==> src/rtl/mm_spart_pkg.sv <==
// Shared constants and state types for the memory-mapped 8N1 serial port.
package mm_spart_pkg;
  localparam logic [15:0] BASE    = 16'hC000;
  localparam logic [15:0] DIV_RST = 16'd433;

  localparam logic [1:0] OFF_DATA   = 2'd0;
  localparam logic [1:0] OFF_STATUS = 2'd1;
  localparam logic [1:0] OFF_DIV    = 2'd2;

  localparam int ST_TX_READY   = 0;
  localparam int ST_RX_VALID   = 1;
  localparam int ST_RX_OVERRUN = 2;

  typedef enum logic [1:0] {TX_IDLE, TX_START, TX_DATA, TX_STOP} tx_state_e;
  typedef enum logic [1:0] {RX_IDLE, RX_START, RX_DATA, RX_STOP} rx_state_e;
endpackage

==> src/rtl/mm_spart_uart_rx.sv <==
// 8N1 receiver: two-flop synchronizer, mid-bit sampling FSM, one-cycle done pulse
// asserted on the edge that samples a valid (high) stop bit.
module uart_rx
  import mm_spart_pkg::*;
(
  input  logic        clk,
  input  logic        rst_n,
  input  logic        rx_i,
  input  logic [15:0] div_i,
  output logic [7:0]  byte_o,
  output logic        done_o
);
  logic        rx_s1_q, rx_s2_q, rx_prev_q;
  rx_state_e   state_q;
  logic [15:0] cnt_q;
  logic [2:0]  bit_q;
  logic [7:0]  shift_q;
  logic [15:0] half_m1;

  // ((div+1)>>1) - 1, clamped at zero for div == 0
  assign half_m1 = (div_i == 16'd0) ? 16'd0 : ((div_i - 16'd1) >> 1);
  assign done_o  = (state_q == RX_STOP) && (cnt_q == 16'd0) && rx_s2_q;
  assign byte_o  = shift_q;

  always_ff @(posedge clk or negedge rst_n) begin
    if (!rst_n) begin
      rx_s1_q   <= 1'b1;
      rx_s2_q   <= 1'b1;
      rx_prev_q <= 1'b1;
      state_q   <= RX_IDLE;
      cnt_q     <= 16'd0;
      bit_q     <= 3'd0;
      shift_q   <= 8'h00;
    end else begin
      rx_s1_q   <= rx_i;
      rx_s2_q   <= rx_s1_q;
      rx_prev_q <= rx_s2_q;
      case (state_q)
        RX_IDLE: begin
          if (rx_prev_q && !rx_s2_q) begin
            state_q <= RX_START;
            cnt_q   <= half_m1;
          end
        end
        RX_START: begin
          if (cnt_q != 16'd0) begin
            cnt_q <= cnt_q - 16'd1;
          end else if (rx_s2_q) begin
            state_q <= RX_IDLE;
          end else begin
            state_q <= RX_DATA;
            cnt_q   <= div_i;
            bit_q   <= 3'd0;
          end
        end
        RX_DATA: begin
          if (cnt_q != 16'd0) begin
            cnt_q <= cnt_q - 16'd1;
          end else begin
            shift_q <= {rx_s2_q, shift_q[7:1]};
            cnt_q   <= div_i;
            bit_q   <= bit_q + 3'd1;
            if (bit_q == 3'd7) state_q <= RX_STOP;
          end
        end
        RX_STOP: begin
          if (cnt_q != 16'd0) cnt_q <= cnt_q - 16'd1;
          else                state_q <= RX_IDLE;
        end
        default: state_q <= RX_IDLE;
      endcase
    end
  end
endmodule

==> src/rtl/mm_spart.sv <==
// Memory-mapped UART: register decode, combinational read port, TX FSM and
// receive buffer with overrun tracking.
module mm_spart
  import mm_spart_pkg::*;
(
  input  logic        clk,
  input  logic        rst_n,
  input  logic [15:0] addr,
  input  logic [15:0] wdata,
  input  logic        mm_we,
  input  logic        mm_re,
  output logic [15:0] rdata,
  output logic        tx,
  input  logic        rx
);
  logic        sel;
  logic [1:0]  off;
  logic        wr_data, wr_div, rd_data, rd_status;
  logic [15:0] div_q, div_d;
  logic [7:0]  rx_byte_q, rx_byte_d;
  logic        rx_valid_q, rx_valid_d;
  logic        rx_overrun_q, rx_overrun_d;
  logic [7:0]  rx_byte_new;
  logic        rx_done;
  tx_state_e   tx_state_q;
  logic [15:0] tx_cnt_q;
  logic [2:0]  tx_bit_q;
  logic [7:0]  tx_shift_q;
  logic        tx_q;
  logic        tx_ready;

  assign sel       = (addr[15:2] == BASE[15:2]);
  assign off       = addr[1:0];
  assign wr_data   = mm_we && sel && (off == OFF_DATA);
  assign wr_div    = mm_we && sel && (off == OFF_DIV);
  assign rd_data   = mm_re && sel && (off == OFF_DATA);
  assign rd_status = mm_re && sel && (off == OFF_STATUS);
  assign tx_ready  = (tx_state_q == TX_IDLE);
  assign tx        = tx_q;

  uart_rx u_rx (
    .clk    (clk),
    .rst_n  (rst_n),
    .rx_i   (rx),
    .div_i  (div_q),
    .byte_o (rx_byte_new),
    .done_o (rx_done)
  );

  always_comb begin
    rdata = 16'h0000;
    if (mm_re && sel) begin
      case (off)
        OFF_DATA:   rdata = {8'h00, rx_byte_q};
        OFF_STATUS: rdata = {13'd0, rx_overrun_q, rx_valid_q, tx_ready};
        OFF_DIV:    rdata = div_q;
        default:    rdata = 16'h0000;
      endcase
    end
  end

  // A DATA read on the delivery edge frees the buffer, so the new byte lands cleanly
  always_comb begin
    div_d        = wr_div ? wdata : div_q;
    rx_byte_d    = rx_byte_q;
    rx_valid_d   = rx_valid_q;
    rx_overrun_d = rx_overrun_q;
    if (rd_data)   rx_valid_d   = 1'b0;
    if (rd_status) rx_overrun_d = 1'b0;
    if (rx_done) begin
      if (!rx_valid_q || rd_data) begin
        rx_byte_d  = rx_byte_new;
        rx_valid_d = 1'b1;
      end else begin
        rx_overrun_d = 1'b1;
      end
    end
  end

  always_ff @(posedge clk or negedge rst_n) begin
    if (!rst_n) begin
      div_q        <= DIV_RST;
      rx_byte_q    <= 8'h00;
      rx_valid_q   <= 1'b0;
      rx_overrun_q <= 1'b0;
    end else begin
      div_q        <= div_d;
      rx_byte_q    <= rx_byte_d;
      rx_valid_q   <= rx_valid_d;
      rx_overrun_q <= rx_overrun_d;
    end
  end

  // Each bit period reloads the divisor, so a new DIV only applies from the next boundary
  always_ff @(posedge clk or negedge rst_n) begin
    if (!rst_n) begin
      tx_state_q <= TX_IDLE;
      tx_cnt_q   <= 16'd0;
      tx_bit_q   <= 3'd0;
      tx_shift_q <= 8'h00;
      tx_q       <= 1'b1;
    end else begin
      case (tx_state_q)
        TX_IDLE: begin
          tx_q <= 1'b1;
          if (wr_data) begin
            tx_shift_q <= wdata[7:0];
            tx_q       <= 1'b0;
            tx_cnt_q   <= div_q;
            tx_state_q <= TX_START;
          end
        end
        TX_START: begin
          if (tx_cnt_q != 16'd0) begin
            tx_cnt_q <= tx_cnt_q - 16'd1;
          end else begin
            tx_state_q <= TX_DATA;
            tx_q       <= tx_shift_q[0];
            tx_cnt_q   <= div_q;
            tx_bit_q   <= 3'd0;
          end
        end
        TX_DATA: begin
          if (tx_cnt_q != 16'd0) begin
            tx_cnt_q <= tx_cnt_q - 16'd1;
          end else begin
            tx_cnt_q <= div_q;
            if (tx_bit_q == 3'd7) begin
              tx_state_q <= TX_STOP;
              tx_q       <= 1'b1;
            end else begin
              tx_shift_q <= {1'b0, tx_shift_q[7:1]};
              tx_q       <= tx_shift_q[1];
              tx_bit_q   <= tx_bit_q + 3'd1;
            end
          end
        end
        TX_STOP: begin
          if (tx_cnt_q != 16'd0) tx_cnt_q <= tx_cnt_q - 16'd1;
          else                   tx_state_q <= TX_IDLE;
        end
        default: tx_state_q <= TX_IDLE;
      endcase
    end
  end
endmodule

==> config.mk <==
export PLATFORM = sky130hd
export DESIGN_NAME = mm_spart
export DESIGN_NICKNAME = d
export VERILOG_FILES = /design/src/rtl/mm_spart_pkg.sv /design/src/rtl/mm_spart_uart_rx.sv /design/src/rtl/mm_spart.sv
export SDC_FILE = /design/constraint.sdc
export NUM_CORES = 1
export LEC_CHECK = 0
export BUFFER_PORTS_ARGS = -buffer_cell sky130_fd_sc_hd__buf_4
export CAP_MARGIN = 20
export CORE_ASPECT_RATIO = 1.5
export CORE_MARGIN = 1.5
export CORE_UTILIZATION = 45
export CTS_BUF_LIST = sky130_fd_sc_hd__clkbuf_8
export CTS_CLUSTER_SIZE = 40
export DETAILED_ROUTE_END_ITERATION = 7
export GPL_ROUTABILITY_DRIVEN = 0
export SYNTH_ARGS = -nofsm -noshare
export SYNTH_HDL_FRONTEND = slang
export SYNTH_HIERARCHICAL = 1
export SYNTH_SLANG_ARGS = --single-unit
==> constraint.sdc <==
create_clock -name clk -period 2.6 [get_ports clk]
set_clock_uncertainty 0.1 [all_clocks]
set_input_delay 0.39 -clock clk [delete_from_list [all_inputs] [get_ports clk]]
set_output_delay 0.39 -clock clk [all_outputs]
set_load 0.01 [all_outputs]
==> flow_summary.json <==
{
  "status": "finished, final reports clean",
  "drive_gt1_share_pct": 31.5,
  "synthCells": 568,
  "hold_viol": 0,
  "setup-violations-final": 0,
  "vias": 4923,
  "synth_seq_cells": 88,
  "syn_nets": 623,
  "power.share.clock_pct": 20.9,
  "drt_iter0_drc": 230,
  "overflow": 0,
  "end_kind": "flip-flop",
  "swShare_pct": 39.3,
  "route.met2.wl_um": 8680,
  "cap_violations": 0,
  "fmaxAchievable_mhz": 392,
  "fin_crit_sh_pct": 98.2,
  "switching_power_w": 0.00194,
  "synth_area_per_cell_um2": 10.1,
  "min_path_type": "primary input to flip-flop",
  "worst_pin_slew_ns": 0.849,
  "cts_tree": "yes",
  "top_layer": "met4",
  "cts_buffer_depth": 2,
  "irDropWorstVdd_mv": 0.284,
  "die_area_um2": 13500,
  "syn_area_um2": 5750,
  "fp-row-count": 50,
  "grt_max_degree": 46,
  "ys_seq_area_share_pct": 38.5,
  "core_um2": 12400,
  "wl_met3_um": 474,
  "finalMaxSlewViolations": 0,
  "r2r_cells": 6,
  "drt-pass1-iter-count": 4,
  "finalNetCount": 713,
  "routed_wl_um": 16000,
  "critPathArrivalTime_ns": 2.72,
  "htree_levels": 3,
  "drt-met1-wl_um": 6540,
  "chipWidth_um": 95.3,
  "synthArstFlopShare_pct": 100,
  "antenna_found_initial": 0,
  "powerDensity_nw_per_um2": 722,
  "grt_util_all_layers_pct": 25.2,
  "ys.flop_type": "dfrtp_1",
  "initial_core_util_pct": 46.2,
  "finalWorstSetupSlack_ns": 0.0473,
  "p_leak_nw": 3.16,
  "ys_warn_count": 6,
  "routedWlPerCell_um": 19.5,
  "grt_pass1_wl_um": 26000,
  "grt_pass1_vias": 4984,
  "clkLatencyLatePin_ns": 0.38,
  "synth-edff-count": 0,
  "critPathRequiredTime_ns": 2.77,
  "root_buffer": "clkbuf_8",
  "setup_tns_ns": 0,
  "n_antenna_cell": 0,
  "layout_common_cells": "buf_4 (97), dfrtp_1 (79), nor2_1 (44), mux2_2 (40), nand2_1 (32)",
  "crit_type": "flip-flop to flip-flop",
  "ant_nets": 0,
  "clk_pin_slew_ns": 0.09,
  "period_needed_ns": 2.55,
  "pwr-share-comb_pct": 44.8,
  "cts_made_buffers": 9,
  "io_buffers": 53,
  "hold_depth": 2,
  "p_int_w": 0.00299,
  "avgViaCountPerCell": 6.01,
  "ys_types": 82,
  "seq_power_share_pct": 34.3,
  "slew_headroom_pct": 42.8,
  "dp_slack_ns": 0.0631,
  "num_io_pins": 54,
  "critPathLaunchType": "flip-flop",
  "crit_fanout": 6,
  "post-dp-hpwl_um": 11900,
  "clkSinkCount": 88,
  "drc": 0,
  "rsz0062_at_grt": "no",
  "fp.dieH_um": 141,
  "final_common_cell": "buf_4",
  "utilization_pct": 54.9,
  "area_growth_pct": 18.8
}
[per-stage QoR]
stage               hold slack [ns]  instance area [um2]  cells  power [W]
floorplan                  -0.00559                 5750    568    0.00317
finish                        0.140                 6830    819    0.00493
global route                  0.127                 6830    819    0.00524
CTS                           0.129                 6820    818    0.00493
detailed placement            0.254                 6590    800    0.00388
global placement              0.250                 6590    800    0.00384
[kinds of logic after synthesis]
logic type / Yosys count / synth area share [%]
AO/OA/AOI/OAI: 141 / 19.0
XOR/XNOR: 21 / 3.20
flip-flops: 88 / 38.5
adder cells (fa/ha/maj): 18 / 3.92
buffers and inverters: 43 / 3.70
multiplexers: 59 / 11.8
AND/OR/NAND/NOR: 198 / 19.9
[sequential cells by signal (all words and copies together), names as in the netlist, named ones only]
register        cells
u_rx/state_q        1
u_rx/byte_o         8
tx_cnt_q           16
div_q              16
u_rx/rx_prev_q      1
u_rx/rx_s2_q        1
rx_byte_q           8
tx_bit_q            3
tx                  1
u_rx/cnt_q         16
rx_overrun_q        1
u_rx/rx_s1_q        1
tx_state_q          2
rx_valid_q          1
u_rx/bit_q          3
tx_shift_q          8
[timing repair]
action,4_1_cts,5_1_grt
buffers inserted,0,1
endpoints found under the hold margin,41,0
gates resized for setup,0,2
hold buffers,2,0
endpoints found under the setup margin,0,21
[path summary, 6_finish.rpt]
check,from,endpoint,slack [ns]
setup / recovery,div_q[3],u_rx/cnt_q[12],0.05
max in group asynchronous,rst_n,div_q[7],1.23
min in group asynchronous,rst_n,u_rx/cnt_q[7],0.46
hold reg to reg,u_rx/rx_s1_q,u_rx/rx_s2_q,0.26
hold / removal,wdata[13],div_q[13],0.14
setup reg to reg,div_q[3],u_rx/cnt_q[12],0.05
[worst max-delay path, cell delays in order, from the launching register on]
cell,delay [ns]
dfrtp_1,0.48
nor4_1,0.65
and2_1,0.29
nand2_1,0.11
or3_1,0.35
xnor2_1,0.14
a221o_1,0.32
[Yosys cell counts (all sizes together) (3+ instances only)]
library cell  count  area (um2)
a22o              5        43.8
xnor2            10        87.6
nor4b             3        41.3
o211a             4        40.0
or3               7        48.8
nor2b             5        31.3
nand4             9        62.6
nor2             46         178
mux2             48         567
o2bb2ai           9        78.8
a32oi             8        70.1
nor3             20         100
and3              6        42.5
nand3            13        70.1
nand2            36         145
a21oi            22         114
nor3b             4        35.0
o21ai            32         198
o22ai             3        18.8
nand2b            6        37.5
a31oi             3        33.8
buf              14         104
o21a              5        37.5
xor2             11        96.3
o211ai           12         120
or4               5        37.5
and2             14        87.6
clkbuf            9        33.8
a221o             4        40.0
mux2i            11         110
a22oi             8        60.1
inv              20        75.1
nor4             14         136
ha               18         225
a21o              4        30.0
a32o              5        50.1
dfrtp            79        1980
dfstp             9         236
[power groups by stage]
stage,clock (W),sequential (W),combinational [W]
2_1_floorplan,0,0.00167,0.00150
3_3_place_gp,0,0.00171,0.00213
3_5_place_dp,0,0.00172,0.00216
4_1_cts,0.00107,0.00169,0.00218
6_report,0.00103,0.00169,0.00221
5_1_grt,0.00112,0.00172,0.00241
[per-layer routing]
layer,vias up,track usage (%)
li1,2307,-
met1,2486,30.8
met2,109,44.8
met3,21,3.43
met4,0,8.25
met5,-,0
[layout make-up]
cell class	count	area [um2]
Fill cell	1125	5620
Timing Repair Buffer	102	808
Multi-Input combinational cell	437	3330
Sequential cell	88	2210
Tap cell	156	195
Clock buffer	10	138
Clock inverter	6	73.8
Inverter	20	75.1
Note: power is estimated with default switching activity, not from simulation.
